$ cat src/rtl/adc_frame_capture.sv
// Serial ADC frame capture: frames each conversion with cs_n, shifts FRAME_BITS MSB first,
// and emits the low DATA_BITS as a sample with a one-cycle valid. Optional macro: ADC_LEAD_CHECK_EN.
module adc_frame_capture #(
  parameter int FRAME_BITS   = 16,
  parameter int DATA_BITS    = 12,
  parameter int LEAD_BITS    = FRAME_BITS - DATA_BITS,
  parameter int QUIET_CYCLES = 2
) (
  input  logic                 sclk,
  input  logic                 reset,
  input  logic                 enable,
  input  logic                 sdata,
  output logic                 cs_n,
  output logic [DATA_BITS-1:0] sample,
  output logic                 sample_valid,
  output logic                 busy,
`ifdef ADC_LEAD_CHECK_EN
  output logic                 lead_err,
`endif
  output logic [15:0]          frame_cnt
);

  localparam int BC_W = (FRAME_BITS > 1) ? $clog2(FRAME_BITS) : 1;
  localparam int QC_W = (QUIET_CYCLES > 1) ? $clog2(QUIET_CYCLES) : 1;

  localparam logic [1:0] IDLE  = 2'd0;
  localparam logic [1:0] SHIFT = 2'd1;
  localparam logic [1:0] QUIET = 2'd2;

  logic [1:0]            state_q, state_d;
  logic [BC_W-1:0]       bit_cnt_q, bit_cnt_d;
  logic [QC_W-1:0]       quiet_cnt_q, quiet_cnt_d;
  logic [FRAME_BITS-1:0] shreg_q, shreg_d;
  logic [DATA_BITS-1:0]  sample_q, sample_d;
  logic                  sample_valid_q, sample_valid_d;
  logic                  cs_n_q, cs_n_d;
  logic [15:0]           frame_cnt_q, frame_cnt_d;
  logic                  lead_err_q, lead_err_d;

  // Complete frame as it stands once the current sdata bit is included.
  logic [FRAME_BITS-1:0] frame_word;
  assign frame_word = {shreg_q[FRAME_BITS-2:0], sdata};

  always_comb begin
    // NOTE: every variable gets a default before the case so no path can infer a latch.
    state_d        = state_q;
    bit_cnt_d      = bit_cnt_q;
    quiet_cnt_d    = quiet_cnt_q;
    shreg_d        = shreg_q;
    sample_d       = sample_q;
    sample_valid_d = 1'b0;
    cs_n_d         = cs_n_q;
    frame_cnt_d    = frame_cnt_q;
    lead_err_d     = lead_err_q;

    case (state_q)
      IDLE: begin
        cs_n_d = 1'b1;
        if (enable) begin
          state_d   = SHIFT;
          bit_cnt_d = '0;
          cs_n_d    = 1'b0;
        end
      end

      SHIFT: begin
        shreg_d   = frame_word;
        bit_cnt_d = bit_cnt_q + 1'b1;
        if (bit_cnt_q == BC_W'(FRAME_BITS - 1)) begin
          sample_d       = frame_word[DATA_BITS-1:0];
          sample_valid_d = 1'b1;
          frame_cnt_d    = frame_cnt_q + 16'd1;
          lead_err_d     = |frame_word[FRAME_BITS-1 -: LEAD_BITS];
          cs_n_d         = 1'b1;
          state_d        = QUIET;
          quiet_cnt_d    = '0;
        end
      end

      QUIET: begin
        quiet_cnt_d = quiet_cnt_q + 1'b1;
        // Enable is only looked at on the last quiet cycle; earlier glitches are ignored.
        if (quiet_cnt_q == QC_W'(QUIET_CYCLES - 1)) begin
          if (enable) begin
            state_d   = SHIFT;
            bit_cnt_d = '0;
            cs_n_d    = 1'b0;
          end else begin
            state_d = IDLE;
          end
        end
      end

      default: begin
        state_d = IDLE;
        cs_n_d  = 1'b1;
      end
    endcase
  end

  // NOTE: sequential state uses non-blocking assignments so all flops update together.
  always_ff @(posedge sclk) begin
    if (reset) begin
      state_q        <= IDLE;
      bit_cnt_q      <= '0;
      quiet_cnt_q    <= '0;
      shreg_q        <= '0;
      sample_q       <= '0;
      sample_valid_q <= 1'b0;
      cs_n_q         <= 1'b1;
      frame_cnt_q    <= '0;
      lead_err_q     <= 1'b0;
    end else begin
      state_q        <= state_d;
      bit_cnt_q      <= bit_cnt_d;
      quiet_cnt_q    <= quiet_cnt_d;
      shreg_q        <= shreg_d;
      sample_q       <= sample_d;
      sample_valid_q <= sample_valid_d;
      cs_n_q         <= cs_n_d;
      frame_cnt_q    <= frame_cnt_d;
      lead_err_q     <= lead_err_d;
    end
  end

  assign cs_n         = cs_n_q;
  assign sample       = sample_q;
  assign sample_valid = sample_valid_q;
  assign busy         = (state_q == SHIFT) || (state_q == QUIET);
  assign frame_cnt    = frame_cnt_q;

`ifdef ADC_LEAD_CHECK_EN
  assign lead_err = lead_err_q;
`else
  logic unused_lead;
  assign unused_lead = lead_err_q;
`endif

endmodule

$ cat config.mk
export PLATFORM = sky130hd
export DESIGN_NAME = adc_frame_capture
export DESIGN_NICKNAME = d
export VERILOG_FILES = /design/src/rtl/adc_frame_capture.sv
export SDC_FILE = /design/constraint.sdc
export NUM_CORES = 1
export LEC_CHECK = 0
export CAP_MARGIN = 20
export CORE_MARGIN = 2
export CORE_UTILIZATION = 51
export CTS_CLUSTER_SIZE = 16
export DETAILED_ROUTE_END_ITERATION = 16
export PLACE_DENSITY = 0.77
export SLEW_MARGIN = 15
export SYNTH_ARGS = -nofsm -noshare
export SYNTH_HDL_FRONTEND = slang
export SYNTH_SLANG_ARGS = --single-unit
$ cat constraint.sdc
create_clock -name sclk -period 2.4 [get_ports sclk]
set_clock_uncertainty 0.05 [all_clocks]
set_input_delay 0.48 -clock sclk [delete_from_list [all_inputs] [get_ports sclk]]
set_output_delay 0.48 -clock sclk [all_outputs]
set_load 0.05 [all_outputs]
After elaboration in Yosys (flattened, before gate mapping). Index checks and enable logic that the tools add are counted. W data, S select, Z words.

Output and inout port bits: 31. Logic and storage cells: 45. Bits in registers: 48.

Mux-type cells: 16. Reduce and logical (&&, ||, !) cells: 10. Equality and inequality tests: 7. Add/sub/neg operators: 3. Bitwise gates (word level): 1.

Operators by type and width (count): $add A16 B1 Y16 const B (1); $pmux W4 S3 (1); $mux W4 (2); $ne A2 B2 Y1 const B (4); $mux W1 (7); $mux W2 (3); $pmux W2 S3 (1); $reduce_and A2 Y1 (3); $reduce_and A3 Y1 (2); $add A4 B1 Y4 const B (1); $eq A4 B4 Y1 const B (1); $pmux W1 S3 (1); $reduce_bool A3 Y1 (1); $eq A2 B1 Y1 const B (1); $eq A2 B2 Y1 const B (1); $logic_not A2 Y1 (1); $pmux W1 S2 (1); $reduce_bool A2 Y1 (1); $reduce_or A2 Y1 (1); $add A1 B1 Y1 const B (1); $logic_or A1 B1 Y1 (1); $not A1 Y1 (1).

Depth between registers and ports, before layout.
Depth in word-level cells: 3. Gate-level depth with buffers: 8. Mapped depth without buffers: 6.

Least setup slack after synthesis. OpenSTA, ideal clock, no wires.

Kind: register to register. Start point: register frame_cnt_q[3], in the netlist frame_cnt[3]. End point: register frame_cnt_q[13], in the netlist frame_cnt[13]. Slack: 0.384 ns. Required time: 2.229 ns. Clock period less this slack: 2.016 ns. Stages on the path, launching flop included: 5. Arrival: 1.845 ns. Setup time: 0.121 ns. Cell sequence: dfxtp_1 > and4_4 > nand4_4 > nor4b_1 > mux2_2.

Word-level cells in the longest chain between the ends: 1.

Ends and longest elaborated chain: start: declaration (line 37) `logic [15:0] frame_cnt_q, frame_cnt_d;`; start signal: assignment (line 121) `frame_cnt_q <= frame_cnt_d;`; $add A16 B1 Y16 (line 72) `frame_cnt_d = frame_cnt_q + 16'd1;`.

No other way between the ends. A chain may end at the register's enable or synchronous reset.

Final worst setup path.
Start point: register frame_cnt_q[7], in the netlist frame_cnt[7]. End point: output port frame_cnt[7].

RTL lines: end: declaration (line 20) `output logic [15:0] frame_cnt`.

No word-level cell between the ends.

==> results.cfg <==
[synthesis]
syn_nets = 245
ys.flop_type = dfxtp_1
yosys.area.top_type = dfxtp_1
yosysSeqAreaShare_pct = 46.2
syn_inst = 234
syn_area_mm2 = 0.00208
yosys_warnings = 0
synth_edf_count = 0
synth-seq-cells = 48
synth_top_cell_area_share_pct = 46.2
synth_common_cells = dfxtp_1, nand2_1, nor2_1, a21oi_1, mux2i_1
synthTopCellsByArea = dfxtp_1, mux2i_1, a21oi_1
synth.avg_cell_area_um2 = 8.88
synth.most_common_cell = dfxtp_1
netlist-cell-type-count = 36
async_flop_share_pct = 0

[cts]
cts_buffer_depth = 2
cts_tree = built
cts_setup_buffers = 0
post_cts_resized = 0
cts.sinks = 48
htree_levels = 2
cts_root_buffer = clkbuf_8
cts_buffers = 5
clkLatencyLatePin_ps = 300
holdBufCountCts = 0
clkTransAtPathRegs_ps = 90

[setup_path]
cpPeakStageDelay_ps = 850
slowest_stage = clkdlybuf4s50_1
reg2reg_to = frame_cnt[10]
crit_family = buffers and inverters
crit_chain = clkdlybuf4s50_1
r2r_start = state_q[1]
crit_path_start = frame_cnt[7]
r2r_slack_ps = 390
crit_fanout = 5
endpoint_kind = output pin
worstPathArrival_ps = 1600
cp_data_required_time_ps = 1870
start_kind = flip-flop
ff2ff_path_depth = 7
crit_buf_inv = 1
worstSetupPathType = flip-flop to output pin

[final_layout]
drive_gt1_share_pct = 7.81
syn_to_final_growth_pct = 24.7
final.fill_count = 344
utilization_pct = 65.3
antenna_cells = 0
layout.nets = 279

[pwr]
ir_drop_mv = 0.442
power.leakage_uw = 0.000939
p_per_area_mw_per_mm2 = 610

[place]
io_buffers = 34
gp_congestion = 0.737
place_hpwl_um = 2790

[drt]
final_antenna_net_count = 0
wl_met3_um = 179
drt_iter0_markers = 132
vias = 1731
wl_met1_um = 1960
wl_um = 4150
top_layer = met4
post-route-drc-count = 0
routed_via_density = 5.43
routedWlPerCell_um = 13.0
firstDrtPassIters = 4
dr_wl_met2_um = 1950

[hold_path]
worstHoldStart = sample[7]
hold_depth = 2
min_to = sample[7]
hp-class = flip-flop to flip-flop

[sta]
finalSetupTns_ps = 0
slew_violations = 0
fin_crit_ps = 2130
max_slew_margin_pct = 66.4
max_clock_freq_mhz = 470
hold_viol_final = 0
min_period_over_period_pct = 88.7
rsz0062_at_grt = false
setup_viol = 0
tightest_slew_ps = 503

[run_status]
status = completed

[floorplan]
die_y_um = 67.8
rows = 23
io_pins = 35
initial_utilization_pct = 52.3
die_area_mm2 = 0.00460
die_w_um = 67.8
core_area_mm2 = 0.00397

[global_route]
first_global_vias = 1638
grt_first_pass_wirelength_um = 7110
grt.total_usage_pct = 20.4
antenna_found_initial = 0
grt_max_degree = 53
gr-total-overflow = 0

[job]
cap_viol_max_count = 0
==> routing by layer <==
layer  up-vias  global-route usage (%)
met5         -                       0
met1       816                    24.8
met4         0                    8.25
met2        33                    34.7
met3         5                    5.10
li1        877                       -
==> per-stage QoR <==
step / worst slack (ps) / cells / hold slack, ps / area, um^2 / power, uW
after global routing: 214 / 319 / 438 / 2590 / 1650
after floorplan: 384 / 234 / 381 / 2080 / 952
after detailed placement: 437 / 311 / 399 / 2470 / 991
final: 272 / 319 / 411 / 2590 / 1580
after global placement: 474 / 311 / 396 / 2470 / 989
after CTS: 256 / 319 / 412 / 2590 / 1600
==> cell usage in the layout, fill, tap and decap left out, drive strengths merged, types with 2 or more instances in the layout <==
master / count
xor2: 4
o31ai: 3
a211oi: 3
a21oi: 24
nor4: 2
mux2i: 14
nor3: 2
ha: 7
nor2b: 4
clkbuf: 6
inv: 6
nand2b: 4
a2111oi: 2
mux2: 3
and4: 2
buf: 6
and3: 5
dfxtp: 48
nand3: 9
o21ai: 2
nand4: 3
clkdlybuf4s50: 33
or4: 3
nor2: 30
nand2: 31
xnor2: 5
==> worst max path at each step <==
| stage | to | slack (ps) | cells after the start |
|---|---|---|---|
| after global placement | bit_cnt_q[3] | 470 | 5 |
| after CTS | frame_cnt[7] | 260 | 1 |
| after detailed placement | bit_cnt_q[3] | 440 | 5 |
| final | frame_cnt[7] | 270 | 1 |
| after floorplan | frame_cnt[13] | 380 | 4 |
| after global routing | frame_cnt[7] | 210 | 1 |
==> report_power, final <==
group	internal (uW)	switching, uW
logic	63.6	93.3
registers	806	9.51
clock network	341	270
total	1210	373
==> flip-flops by register name, indices dropped and copies added (netlist names) <==
name / flops
sample_valid: 1
cs_n: 1
quiet_cnt_q: 1
frame_cnt: 16
bit_cnt_q: 4
state_q: 2
sample: 12
shreg_q: 11
==> cell type report <==
cell class | instances | area, um^2 | share of cell area [%]
multi-input cells | 168 | 1040 | 40.0
flip-flops and latches | 48 | 961 | 37.1
repair buffers | 39 | 388 | 15.0
clock buffers | 6 | 82.6 | 3.19
well taps | 50 | 62.6 | 2.41
clock inverters | 2 | 38.8 | 1.50
inverters | 6 | 22.5 | 0.869
==> worst reg2reg max path, stage by stage (launching register included) <==
cell and delay [ps]:
dfxtp_1 380, inv_1 110, ha_1 210, buf_4 200
and3_1 260, nand2_1 150, or3_2 450, a21oi_1 140
==> cell families (layout without fill, tap and decap cells) <==
kind of cell | count (synthesis) | after routing | share of synthesized area, %
and+or+nand+nor | 98 | 98 | 23.1
DFF | 48 | 48 | 46.2
AOI/OAI and AO/OA | 37 | 37 | 10.5
buffers and inverters | 18 | 53 | 3.85
muxes | 17 | 17 | 8.37
xor gates and xnor gates | 9 | 9 | 3.79
adders and majority gates | 7 | 7 | 4.21
(Power assumes the default switching activity.)
